===== src/rtl/scope_capture_ctrl_if.sv =====
// Bus bundle between the oscilloscope capture controller and its
// surroundings: audio sample feed, video timing, and both RAM ports.
interface scope_capture_ctrl_if #(
  parameter int SAMPLE_W = 16,
  parameter int ADDR_W   = 10
);
  // Audio side
  logic                       sample_valid;
  logic signed [SAMPLE_W-1:0] sample_data;
  logic [3:0]                 decim;

  // Video side
  logic                       frame_start;
  logic [9:0]                 rd_x;
  logic                       rd_active;

  // RAM write port (back bank)
  logic                       wr_en;
  logic                       wr_bank;
  logic [ADDR_W-1:0]          wr_addr;
  logic signed [SAMPLE_W-1:0] wr_data;

  // RAM read port (front bank)
  logic                       rd_en;
  logic                       rd_bank;
  logic [ADDR_W-1:0]          rd_addr;

  // Status
  logic                       frame_swapped;
  logic                       forced_trig;

  // Environment side: drives samples and video timing, observes the RAM ports
  modport master (
    output sample_valid, sample_data, decim, frame_start, rd_x, rd_active,
    input  wr_en, wr_bank, wr_addr, wr_data, rd_en, rd_bank, rd_addr,
           frame_swapped, forced_trig
  );

  // Controller side
  modport slave (
    input  sample_valid, sample_data, decim, frame_start, rd_x, rd_active,
    output wr_en, wr_bank, wr_addr, wr_data, rd_en, rd_bank, rd_addr,
           frame_swapped, forced_trig
  );
endinterface


===== src/rtl/scope_capture_ctrl.sv =====
// Capture controller for the double-banked oscilloscope waveform RAM.
// Audio samples are trigger-aligned and decimated into the back bank while
// the video side reads the front bank by pixel column. Banks swap only at a
// frame start after a complete capture, so the displayed trace never tears.
module scope_capture_ctrl #(
  parameter int SAMPLE_W     = 16,
  parameter int DEPTH        = 800,
  parameter int ADDR_W       = 10,
  parameter int TRIG_TIMEOUT = 48000
) (
  input logic                 clk,
  input logic                 rst_n,
  scope_capture_ctrl_if.slave bus
);

  localparam int                TO_W      = (TRIG_TIMEOUT > 2) ? $clog2(TRIG_TIMEOUT) : 1;
  localparam logic [TO_W-1:0]   TO_LAST   = TO_W'(TRIG_TIMEOUT - 1);
  localparam logic [ADDR_W-1:0] ADDR_LAST = ADDR_W'(DEPTH - 1);
  localparam logic [31:0]       DEPTH_32  = 32'(DEPTH);

  typedef enum logic [1:0] {ARM, CAPTURE, DONE} state_t;

  state_t state, state_nxt;

  // Trigger / capture bookkeeping
  logic                prev_neg;
  logic [TO_W-1:0]     to_cnt;
  logic [3:0]          dec_cnt;
  logic [3:0]          decim_lat;
  logic [ADDR_W-1:0]   wr_ptr;

  // Per-cycle events decoded from the current state
  logic                sample_msb;
  logic                rising;
  logic                trigger;
  logic                forced_evt;
  logic                cap_write;
  logic                last_write;
  logic                swap;
  logic                do_write;
  logic [ADDR_W-1:0]   next_addr;

  // Registered outputs
  logic                       wr_en_q;
  logic [ADDR_W-1:0]          wr_addr_q;
  logic signed [SAMPLE_W-1:0] wr_data_q;
  logic                       rd_en_q;
  logic [ADDR_W-1:0]          rd_addr_q;
  logic                       rd_bank_q;
  logic                       frame_swapped_q;
  logic                       forced_trig_q;

  assign sample_msb = bus.sample_data[SAMPLE_W-1];
  assign rising     = prev_neg && !sample_msb;

  // State register
  always_ff @(posedge clk or negedge rst_n) begin
    if (!rst_n) state <= ARM;
    else        state <= state_nxt;
  end

  // Next-state logic: arm -> capture on trigger, capture -> done after the
  // last word, done -> arm only when the banks swap at frame start
  always_comb begin
    state_nxt = state;
    case (state)
      ARM:     if (trigger)    state_nxt = CAPTURE;
      CAPTURE: if (last_write) state_nxt = DONE;
      DONE:    if (swap)       state_nxt = ARM;
      default:                 state_nxt = ARM;
    endcase
  end

  // Event decode: which sample is accepted, where it goes, and when to swap
  always_comb begin
    trigger    = 1'b0;
    forced_evt = 1'b0;
    cap_write  = 1'b0;
    last_write = 1'b0;
    swap       = 1'b0;
    do_write   = 1'b0;
    next_addr  = wr_ptr;
    case (state)
      ARM: begin
        if (bus.sample_valid && (rising || to_cnt == TO_LAST)) begin
          trigger    = 1'b1;
          forced_evt = !rising;
          do_write   = 1'b1;
          next_addr  = '0;
        end
      end
      CAPTURE: begin
        if (bus.sample_valid && dec_cnt == decim_lat) begin
          cap_write  = 1'b1;
          do_write   = 1'b1;
          last_write = (wr_ptr == ADDR_LAST);
        end
      end
      DONE: begin
        swap = bus.frame_start;
      end
      default: begin
        swap = 1'b0;
      end
    endcase
  end

  // Sign history of the raw stream, kept in every state for crossing detect
  always_ff @(posedge clk or negedge rst_n) begin
    if (!rst_n)                prev_neg <= 1'b0;
    else if (bus.sample_valid) prev_neg <= sample_msb;
  end

  // Timeout counter: counts raw samples while armed, restarts on each arm
  always_ff @(posedge clk or negedge rst_n) begin
    if (!rst_n)                                  to_cnt <= '0;
    else if (trigger || swap)                    to_cnt <= '0;
    else if (state == ARM && bus.sample_valid)   to_cnt <= to_cnt + TO_W'(1);
  end

  // Decimation: ratio is frozen at the trigger so a mid-capture change
  // cannot stretch or squeeze the trace
  always_ff @(posedge clk or negedge rst_n) begin
    if (!rst_n) begin
      dec_cnt   <= '0;
      decim_lat <= '0;
    end else if (trigger) begin
      dec_cnt   <= '0;
      decim_lat <= bus.decim;
    end else if (state == CAPTURE && bus.sample_valid) begin
      dec_cnt   <= (dec_cnt == decim_lat) ? 4'd0 : dec_cnt + 4'd1;
    end
  end

  // Write pointer: the trigger sample takes address 0, captures follow on
  always_ff @(posedge clk or negedge rst_n) begin
    if (!rst_n)         wr_ptr <= '0;
    else if (trigger)   wr_ptr <= ADDR_W'(1);
    else if (cap_write) wr_ptr <= wr_ptr + ADDR_W'(1);
  end

  // RAM write port, one cycle behind the accepted sample
  always_ff @(posedge clk or negedge rst_n) begin
    if (!rst_n) begin
      wr_en_q   <= 1'b0;
      wr_addr_q <= '0;
      wr_data_q <= '0;
    end else begin
      wr_en_q <= do_write;
      if (do_write) begin
        wr_addr_q <= next_addr;
        wr_data_q <= bus.sample_data;
      end
    end
  end

  // Bank select, swap pulse and sticky forced-trigger flag
  always_ff @(posedge clk or negedge rst_n) begin
    if (!rst_n) begin
      rd_bank_q       <= 1'b0;
      frame_swapped_q <= 1'b0;
      forced_trig_q   <= 1'b0;
    end else begin
      frame_swapped_q <= swap;
      if (swap)    rd_bank_q     <= ~rd_bank_q;
      if (trigger) forced_trig_q <= forced_evt;
    end
  end

  // Read port: pixel column to front-bank address, columns past the trace
  // width are never read
  always_ff @(posedge clk or negedge rst_n) begin
    if (!rst_n) begin
      rd_en_q   <= 1'b0;
      rd_addr_q <= '0;
    end else begin
      rd_addr_q <= bus.rd_x[ADDR_W-1:0];
      rd_en_q   <= bus.rd_active && (32'(bus.rd_x) < DEPTH_32);
    end
  end

  assign bus.wr_en         = wr_en_q;
  assign bus.wr_bank       = ~rd_bank_q;
  assign bus.wr_addr       = wr_addr_q;
  assign bus.wr_data       = wr_data_q;
  assign bus.rd_en         = rd_en_q;
  assign bus.rd_bank       = rd_bank_q;
  assign bus.rd_addr       = rd_addr_q;
  assign bus.frame_swapped = frame_swapped_q;
  assign bus.forced_trig   = forced_trig_q;

endmodule

===== src/flat_wrapper.sv =====
// flat-port wrapper written by rule: the top's interface ports become plain ports
module scope_capture_ctrl_flat 
#(
  parameter int SAMPLE_W     = 16,
  parameter int DEPTH        = 800,
  parameter int ADDR_W       = 10,
  parameter int TRIG_TIMEOUT = 48000
)
  (clk, rst_n, bus_sample_valid, bus_sample_data, bus_decim, bus_frame_start, bus_rd_x, bus_rd_active, bus_wr_en, bus_wr_bank, bus_wr_addr, bus_wr_data, bus_rd_en, bus_rd_bank, bus_rd_addr, bus_frame_swapped, bus_forced_trig);
  scope_capture_ctrl_if #(.SAMPLE_W(SAMPLE_W), .ADDR_W(ADDR_W)) bus_i ();
  input logic clk;
  input logic rst_n;
  input wire logic [$bits(bus_i.sample_valid)-1:0] bus_sample_valid;
  input wire logic [$bits(bus_i.sample_data)-1:0] bus_sample_data;
  input wire logic [$bits(bus_i.decim)-1:0] bus_decim;
  input wire logic [$bits(bus_i.frame_start)-1:0] bus_frame_start;
  input wire logic [$bits(bus_i.rd_x)-1:0] bus_rd_x;
  input wire logic [$bits(bus_i.rd_active)-1:0] bus_rd_active;
  output wire logic [$bits(bus_i.wr_en)-1:0] bus_wr_en;
  output wire logic [$bits(bus_i.wr_bank)-1:0] bus_wr_bank;
  output wire logic [$bits(bus_i.wr_addr)-1:0] bus_wr_addr;
  output wire logic [$bits(bus_i.wr_data)-1:0] bus_wr_data;
  output wire logic [$bits(bus_i.rd_en)-1:0] bus_rd_en;
  output wire logic [$bits(bus_i.rd_bank)-1:0] bus_rd_bank;
  output wire logic [$bits(bus_i.rd_addr)-1:0] bus_rd_addr;
  output wire logic [$bits(bus_i.frame_swapped)-1:0] bus_frame_swapped;
  output wire logic [$bits(bus_i.forced_trig)-1:0] bus_forced_trig;
  assign bus_i.sample_valid = bus_sample_valid;
  assign bus_i.sample_data = bus_sample_data;
  assign bus_i.decim = bus_decim;
  assign bus_i.frame_start = bus_frame_start;
  assign bus_i.rd_x = bus_rd_x;
  assign bus_i.rd_active = bus_rd_active;
  assign bus_wr_en = bus_i.wr_en;
  assign bus_wr_bank = bus_i.wr_bank;
  assign bus_wr_addr = bus_i.wr_addr;
  assign bus_wr_data = bus_i.wr_data;
  assign bus_rd_en = bus_i.rd_en;
  assign bus_rd_bank = bus_i.rd_bank;
  assign bus_rd_addr = bus_i.rd_addr;
  assign bus_frame_swapped = bus_i.frame_swapped;
  assign bus_forced_trig = bus_i.forced_trig;
  scope_capture_ctrl #(.SAMPLE_W(SAMPLE_W), .DEPTH(DEPTH), .ADDR_W(ADDR_W), .TRIG_TIMEOUT(TRIG_TIMEOUT)) u_core (.clk(clk), .rst_n(rst_n), .bus(bus_i));
endmodule

===== config.mk =====
export PLATFORM = sky130hd
export DESIGN_NAME = scope_capture_ctrl_flat
export DESIGN_NICKNAME = d
export VERILOG_FILES = /design/src/rtl/scope_capture_ctrl_if.sv /design/src/rtl/scope_capture_ctrl.sv /design/src/flat_wrapper.sv
export SDC_FILE = /design/constraint.sdc
export NUM_CORES = 1
export LEC_CHECK = 0
export CELL_PAD_IN_SITES_DETAIL_PLACEMENT = 1
export CELL_PAD_IN_SITES_GLOBAL_PLACEMENT = 2
export CORE_ASPECT_RATIO = 0.7
export CORE_MARGIN = 4
export CORE_UTILIZATION = 32
export DETAILED_ROUTE_END_ITERATION = 10
export MAX_ROUTING_LAYER = met4
export PLACE_DENSITY = 0.82
export SLEW_MARGIN = 20
export SYNTH_ARGS = -nofsm -noshare
export SYNTH_HDL_FRONTEND = slang
export SYNTH_SLANG_ARGS = --single-unit

===== constraint.sdc =====
create_clock -name clk -period 2.9 [get_ports clk]
set_clock_uncertainty 0.05 [all_clocks]
set_input_delay 0.58 -clock clk [delete_from_list [all_inputs] [get_ports clk]]
set_output_delay 0.58 -clock clk [all_outputs]
set_load 0.005 [all_outputs]

* Word level (Yosys, flattened, before mapping)
Cells that the tools add are included.
** Cells by class
- Add/sub/neg operators :: 3
- Magnitude comparators :: 1
- Equality and inequality tests :: 8
- Multiplexer cells :: 23
- Bitwise gates (word level) :: 1
- Reduce and logical (&&, ||, !) cells :: 15
** Operator list (number)
- $mux 10 :: 4
- $mux 16 :: 2
- $add 16x1->16 const B :: 1
- $eq 16x16->1 const B :: 1
- $mux 4 :: 3
- $add 10x1->10 const B :: 1
- $eq 10x10->1 const B :: 1
- $lt 10x10->1 const B :: 1
- $mux 1 :: 9
- $logic_and 1x1->1 :: 6
- $mux 2 :: 3
- $ne 2x1->1 const B :: 3
- $pmux 2 s3 :: 1
- $reduce_bool 2->1 :: 3
- $add 4x1->4 const B :: 1
- $eq 4x4->1 :: 1
- $reduce_and 3->1 :: 1
- $eq 2x1->1 const B :: 1
- $eq 2x2->1 const B :: 1
- $logic_not 1->1 :: 2
- $logic_not 2->1 :: 1
- $logic_or 1x1->1 :: 2
- $pmux 1 s2 :: 1
- $not 1->1 :: 1
** Storage, ports and cells
- Flip-flop bits (word level) :: 78
- Input bits :: 35

* Logic depth before layout (Yosys ltp)
Gate-level depths: netlist (run 1).
- Depth in word-level cells :: 8
- Mapped depth :: 9
- Depth with buffers taken out :: 6

* Least setup slack after synthesis (run 1)
Ideal clock, no wire load.
- Kind :: reg-to-reg
- Start :: register u_core.to_cnt[0]
- End :: register u_core.wr_data_q[10] (netlist: u_core.bus.wr_data[10])
- Library setup time :: 0.125 ns
- Arrival time :: 2.022 ns
- Setup slack :: 0.703 ns
- Cell stages (with the launch flop) :: 10
- Path buffers :: 3
- Period minus slack after synthesis :: 2.197 ns
- Cell sequence :: dfrtp_1 -> ha_1 -> and3_1 -> and4_4 -> a31o_4 -> buf_8 -> nand2b_4 -> buf_8 -> buf_12 -> mux2_4
** On the way
- Cells in the longest elaborated chain, start to end :: 5
** RTL lines
- start: declaration :: line scope_capture_ctrl.sv:27 : logic [TO_W-1:0] to_cnt;
- start signal: assignment :: line scope_capture_ctrl.sv:118 : else if (state == ARM && bus.sample_valid) to_cnt <= to_cnt + TO_W'(1);
- $eq 16x16->1 :: line scope_capture_ctrl.sv:85 : if (bus.sample_valid && (rising || to_cnt == TO_LAST)) begin
- $logic_or 1x1->1 :: line scope_capture_ctrl.sv:85
- $logic_and 1x1->1 :: line scope_capture_ctrl.sv:85
- $mux 1 :: line scope_capture_ctrl.sv:85
- $pmux 1 s2 :: line scope_capture_ctrl.sv:83 : case (state)
- net u_core.do_write :: line scope_capture_ctrl.sv:40 : logic do_write;
- end signal: assignment :: line scope_capture_ctrl.sv:152 : wr_data_q <= bus.sample_data;
- end: declaration :: line scope_capture_ctrl.sv:46 : logic signed [SAMPLE_W-1:0] wr_data_q;
The timed path passes the listed nets, and every way through them passes these cells.
A chain may end at the register's enable or synchronous reset.

* Worst setup path after layout (run 1)
- Start :: register u_core.to_cnt[7]
- End :: register u_core.wr_data_q[2] (netlist: u_core.bus.wr_data[2])
** On the way
- Cells in the longest elaborated chain, start to end :: 5
** RTL lines (line)
- $eq 16x16->1 :: scope_capture_ctrl.sv:85
- $logic_or 1x1->1 :: scope_capture_ctrl.sv:85
- $logic_and 1x1->1 :: scope_capture_ctrl.sv:85
- $mux 1 :: scope_capture_ctrl.sv:85
- $pmux 1 s2 :: scope_capture_ctrl.sv:83
Every way passes these cells.

==> metrics, run 1 <==
1st-iter DRT viols 100; Final setup viols 0; die area 12400 µm²; Worst-Margin Slew 0.695 ns; I/O Pins 77; FFs w/ async S/R, synth 100%; Mapped Cells 295; Syn Std Cell Area 3400 µm²; clock network power share 34.7%; Seq/Total Area, Yosys 57.3%; fmax 438 MHz; Layout area overhead 36.6%; Synth Area in XOR/XNOR 7.20%; DR vias 2433; Die Width 131 µm; Hold Buf Count CTS 0; setup_tns 0 ns; Die H 94.3 µm; Sequential Power Share 39.8%; Final Power 3.87 mW; CTS tree done; top cells by area, synth dfrtp_1 57%, xor2_1 5.1%, nor2_1 4.1%; initial antenna violation count 0; initial core utilization 32.9%; Worst Path Max Fanout 17; switching pwr 0.993 mW; switch share 25.7%; CP endpoint kind register; PD cells 832 nW/µm²; multi-input logic area 1340 µm²; Final HPWL DP 5780 µm; adder-cell area share of the yosys netlist 1.10%; clock latency on the worst-skew pair 0.33 ns; Post-synth EDFFs 0; WL/cell 15.5 µm; Power Internal 2.88 mW; Total GRT Usage 14.2%; Synth Net Count 333; TritonCTS buffer count 9; NumNets Final 416; # rows 31; CORE AREA 10400 µm²; gp weighted congestion 0.752; Placed Instance Area 4290 µm²; Final WS setup 0.615 ns; CP required 3.07 ns; LEAKAGE 2.06 nW; global-route wire length before repair 13600 µm; Max Cap Viol 0; unrepaired setup endpoints after global routing no; post-cts sizing count 0; fin area 4650 µm²; DP Worst Slack 0.259 ns; Detail Route Antenna Nets 0; sequential cell area 1950 µm²; Yosys reg bits 78; FILL cells 1116; clock root cell clkbuf_16; Logic pwr share 25.5%; post-synthesis mux area share 8.09%; Distinct cells, synth 47; DRC viols 0; post-synthesis compound-gate area fraction 4.48%; largest net degree at the start of global routing 79; Commonest cells post-synth 78 x dfrtp_1, 37 x nor2_1, 35 x nand2_1, 20 x xor2_1; buffers added on ports 76; normalized max-slew margin 53.7%; Slew Viols, Final 0; postcts setup bufs 0; Mapped Avg Cell Area 11.5 µm²; Clock Tree Buf Depth 2; HP Class input port to asynchronous set/reset pin; Overflow after GRT 0; Detailed Routing Iterations Pass 1 4; final period utilization 78.8%; status finished, final reports clean; clock-pin slew on the worst setup and hold paths 0.06 ns; Synth warnings 0; antenna fix cells 0; final hold vios 0; WP data arrival 2.45 ns; vias in the first global route 2725; leading area contributor after synthesis dfrtp_1; Worst setup SP type register; top_reg_cell synth dfrtp_1; ratio of cells with drive above 1 in the final layout 12.8%; critical path class register to register; DRT Wirelength 7950 µm; Clock Sink Count 78; top cell type's share of synthesized area 57.3%; Simple-Gate Fraction of Synth Area 18.6%; worst-case vdd ir drop 0.435 mV; most common cell in the netlist dfrtp_1; H-tree levels 3; largest family of logic cells by synthesized area simple AND/OR/NAND/NOR gates; Final min period 2.29 ns; via density per instance 4.73
## critical path: stages, from the launching register on
cell and delay [ns]:
dfrtp_1 0.42, nor4bb_1 0.52, and4_4 0.32, a31o_4 0.17, nand2b_4 0.30, mux2_2 0.38
## metal layers
layer	vias up	share of wire, %	track usage, %
met5	-	0	-
met4	0	1.0	3.93
met3	11	7.4	5.57
met2	69	43	21.4
met1	1187	49	17.9
li1	1166	-	-
## metrics by stage
stage	std cells	util (%)	hold slack, ns
after floorplan	295	-	0.234
after global placement	499	41.5	0.441
after detailed placement	499	41.5	0.448
after CTS	514	44.9	0.395
after global routing	514	44.9	0.275
final	514	44.9	0.220
## power groups by stage
| stage | logic (mW) | clock network (mW) | registers (mW) |
|---|---|---|---|
| CTS | 1.01 | 1.38 | 1.55 |
| global placement | 0.972 | 0 | 1.54 |
| detailed placement | 1.00 | 0 | 1.56 |
| floorplan | 0.542 | 0 | 1.52 |
| finish | 0.985 | 1.34 | 1.54 |
| global route | 1.09 | 1.43 | 1.58 |
## registers in the layout (all words and copies together), names as in the netlist
| name | count |
|---|---|
| u_core.bus.forced_trig | 1 |
| u_core.bus.frame_swapped | 1 |
| u_core.bus.rd_addr | 10 |
| u_core.bus.rd_bank | 1 |
| u_core.bus.rd_en | 1 |
| u_core.bus.wr_addr | 10 |
| u_core.bus.wr_data | 16 |
| u_core.bus.wr_en | 1 |
| u_core.dec_cnt | 4 |
| u_core.decim_lat | 4 |
| u_core.prev_neg | 1 |
| u_core.state | 2 |
| u_core.to_cnt | 16 |
| u_core.wr_ptr | 10 |
## layout make-up
cell class	instances	area share [%]
timing repair buffer	84	17.7
sequential	78	42.0
multi-input combinational	201	28.9
tap	132	3.55
clock buffer	11	5.00
clock inverter	4	2.58
inverter	4	0.323
## cells in the final DEF, fill, tap and decap left out, types with 2 or more instances in the layout
cell / synthesis / layout
dfrtp_1: 78 / 78
clkdlybuf4s50_1: 0 / 75
nor2_1: 37 / 37
nand2_1: 35 / 35
xor2_1: 20 / 20
a21oi_1: 12 / 12
mux2_2: 12 / 12
and3_1: 9 / 9
nand3_1: 9 / 9
clkbuf_16: 0 / 9
xnor2_1: 8 / 8
nand4_1: 8 / 8
mux2_4: 8 / 8
buf_4: 0 / 8
inv_1: 4 / 4
bufinv_16: 0 / 4
nor2b_1: 3 / 3
nand2b_1: 3 / 3
nor3_1: 3 / 3
ha_1: 3 / 3
and2_1: 2 / 2
mux2i_1: 2 / 2
and4b_1: 2 / 2
and4_1: 2 / 2
o21ai_0: 2 / 2
clkbuf_1: 6 / 2
## kinds of logic after synthesis
group,count (synthesis)
adders and majority gates,3
muxes,22
DFF,78
and+or+nand+nor,125
xor gates and xnor gates,28
buffers and inverters,16
AOI/OAI and AO/OA,23
## worst paths after layout
kind / startpoint / end / slack [ns] / depth (start not counted)
min in group clk: u_core.bus.wr_data[1]$_DFFE_PN0P_ / u_core.bus.wr_data[1]$_DFFE_PN0P_ / 0.46 / 1
worst max-delay path: u_core.to_cnt[7]$_DFFE_PN0P_ / u_core.bus.wr_data[2]$_DFFE_PN0P_ / 0.61 / 5
max in group asynchronous: rst_n / u_core.state[1]$_DFFE_PN0P_ / 2.10 / 1
worst max register to register: u_core.to_cnt[7]$_DFFE_PN0P_ / u_core.bus.wr_data[2]$_DFFE_PN0P_ / 0.61 / 5
worst min register to register: u_core.bus.wr_data[1]$_DFFE_PN0P_ / u_core.bus.wr_data[1]$_DFFE_PN0P_ / 0.46 / 1
worst min-delay path: rst_n / u_core.bus.rd_addr[7]$_DFF_PN0_ / 0.22 / 1
(Power assumes the default switching activity.)
==> run 2: changes to the inputs <==
- CORE_UTILIZATION: 32 -> 29
- PLACE_DENSITY: 0.82 -> 0.78
- clock period: 2.9 -> 1.99 ns (I/O delays scaled with it)
==> run 2 against run 1 <==
The flow now finishes with violations (negative setup slack). Hold slack better by 0.22 ns. Sequential share of layout area down 3.3 points. Global-route usage down 0.39 points. Wire length up 9.7%. Total power up 53%. Clock-buffer cell count up 2. Combinational power up 89%. Setup slack worse by 0.62 ns. Sequential power up 44%. Critical endpoint is now u_core.bus.wr_data[4]$_DFFE_PN0P_.
==> metrics, run 2 (synthesis gave the netlist of run 1 again) <==
highest routed layer met4; initial antenna violation count 0 (unchanged); LEAKAGE 2.26 nW (+9.5%); clock-pin slew on the worst setup and hold paths 0.06 ns (about the same); initial core utilization 30.3% (-2.6 points); Slew Viols, Final 0 (unchanged); via density per instance 4.56 (-3.6%); Worst setup SP type input port; commonest non-fill, non-tap cell in the layout dfrtp_1; fmax 502 MHz; # rows 32 (+3.2%); HP Class input port to asynchronous set/reset pin; most frequent cells in the layout 77 x dfrtp_1, 75 x clkdlybuf4s50_1, 37 x nor2_1; switching pwr 1.59 mW (+60%); Cell Chain, Critical Path clkdlybuf4s50_1, or3b_4, nor2_4, a31o_4, nand2b_4, buf_12, mux2_2; FILL cells 1202 (+7.7%); met2 wire len 3950 µm (+16%); I/O Pins 77 (unchanged); multi-input logic area 1420 µm² (+5.3%); Final Power 5.91 mW (+53%); H-tree levels 3 (unchanged); DRC viols 0 (unchanged); Max Cap Viol 0 (unchanged); CORE AREA 11300 µm² (+8.6%); Metal-1 WL 4200 µm (+8.4%); largest net degree at the start of global routing 41 (-48%); cells on worst reg2reg path 6 (+1); Logic pwr share 31.6% (+6.1 points); WP data arrival 2.16 ns (-0.29 ns); Clock Tree Buf Depth 2 (unchanged); fin area 5050 µm² (+8.6%); Layout area overhead 48.4%; WL/cell 15.4 µm (-0.55%); NumNets Final 447 (+7.5%); PD cells 1170 nW/µm² (+41%); R2R setup slack 0.04 ns (-0.57 ns); status complete, but fails checks; worst-case vdd ir drop 0.634 mV (+46%); buffers added on ports 76 (unchanged); worst r2r dst u_core.bus.wr_data[4]$_DFFE_PN0P_; 1st-iter DRT viols 99 (-1.0%); post-layout util 44.9% (about the same); die area 13600 µm² (+9.6%); violated checks negative setup slack; Detail Route Antenna Nets 0 (unchanged); Die H 98.7 µm (+4.6%); CP endpoint kind register; DR vias 2586 (+6.3%); Clock Sink Count 78 (unchanged); Total GRT Usage 13.8% (-0.39 points); Critical R2R Launch u_core.to_cnt[10]$_DFFE_PN0P_; DRT Wirelength 8720 µm (+9.7%); clock network power share 31.1% (-3.6 points); unrepaired setup endpoints after global routing yes; clock root cell clkbuf_16; Sequential Power Share 37.4% (-2.4 points); Worst Path Max Fanout 7 (-10); Final HPWL DP 6200 µm (+7.3%); normalized max-slew margin 76.8% (+23 points); Hold Worst Slack 0.438 ns (+0.218 ns); Final WS setup -0.00130 ns (-0.616 ns); Detailed Routing Iterations Pass 1 4 (unchanged); switch share 27.0% (+1.3 points); antenna fix cells 0 (unchanged); CTS tree done; CP peak stage delay 0.50 ns (-0.02 ns); Worst-Margin Slew 0.347 ns (-0.348 ns); Die Width 138 µm (+4.7%); global-route wire length before repair 14300 µm (+5.5%); setup_tns -0.00130 ns (-0.00130 ns); Placed Instance Area 4540 µm² (+5.7%); crit path launch bus_sample_valid; final period utilization 100%; final hold vios 0 (unchanged); Power Internal 4.32 mW (+50%); ratio of cells with drive above 1 in the final layout 22.9% (+10 points); Overflow after GRT 0 (unchanged); TritonCTS buffer count 9 (unchanged); sequential cell area 1950 µm² (about the same); gp weighted congestion 0.766 (+1.9%); vias in the first global route 2869 (+5.3%); Final min period 1.99 ns; met3 wire len 513 µm (-12%); Final setup viols 1 (+1); clock latency on the worst-skew pair 0.33 ns (about the same); CP max-delay cell clkdlybuf4s50_1; critical path class input port to register; CP required 2.15 ns (-0.92 ns)
## run 2: metal layers
layer,global-route usage (%),up-vias
met5,-,-
met4,3.45,0
met3,5.05,6
met2,19.6,63
met1,18.6,1290
li1,-,1227
## run 2: metrics by stage
step           worst slack (ns)  std cells
2_1_floorplan            -0.119        295
3_3_place_gp             -0.380        545
3_5_place_dp             -0.418        545
4_1_cts                 0.00390        564
5_1_grt                 -0.0495        567
6_report               -0.00130        567
## run 2: how the worst max path moves through the flow
stage                                                    end  slack (ns)  depth (start not counted)
after floorplan           u_core.bus.wr_data[10]$_DFFE_PN0P_       -0.12                          9
after global placement     u_core.bus.wr_data[3]$_DFFE_PN0P_       -0.38                          6
after detailed placement   u_core.bus.wr_data[4]$_DFFE_PN0P_       -0.42                          6
after CTS                  u_core.bus.wr_data[0]$_DFFE_PN0P_       0.004                          6
after global routing       u_core.bus.wr_data[1]$_DFFE_PN0P_       -0.05                          7
final                      u_core.bus.wr_data[4]$_DFFE_PN0P_      -0.001                          7
## run 2: power groups by stage
stage                     combinational (mW)  clock [mW]  sequential [mW]
after global placement                  1.64           0             2.21
after detailed placement                1.69           0             2.22
final                                   1.86        1.84             2.21
after floorplan                        0.792           0             2.21
after CTS                               1.75        1.89             2.20
after global routing                    2.02        1.95             2.27
## run 2: layout make-up
| cell class | instances | area share, % |
|---|---|---|
| clock buffer | 13 | 5.35 |
| multi-input combinational | 201 | 28.0 |
| tap | 153 | 3.79 |
| timing repair buffer | 115 | 22.6 |
| sequential | 78 | 38.7 |
| clock inverter | 3 | 1.29 |
| inverter | 4 | 0.297 |
## run 2: worst max-delay path, delay by kind of cell
family,cells,cell delay (ns)
buf+inv,2,0.63
compound gates,1,0.11
simple gates,3,0.69
mux,1,0.33
## run 2: what timing repair did
action	4_1_cts	5_1_grt
pin swaps	1	5
gates cloned	0	2
buffers inserted	2	1
resized for setup	3	14
hold endpoints to repair	18	0
endpoints found under the setup margin	29	34
hold buffers	1	0
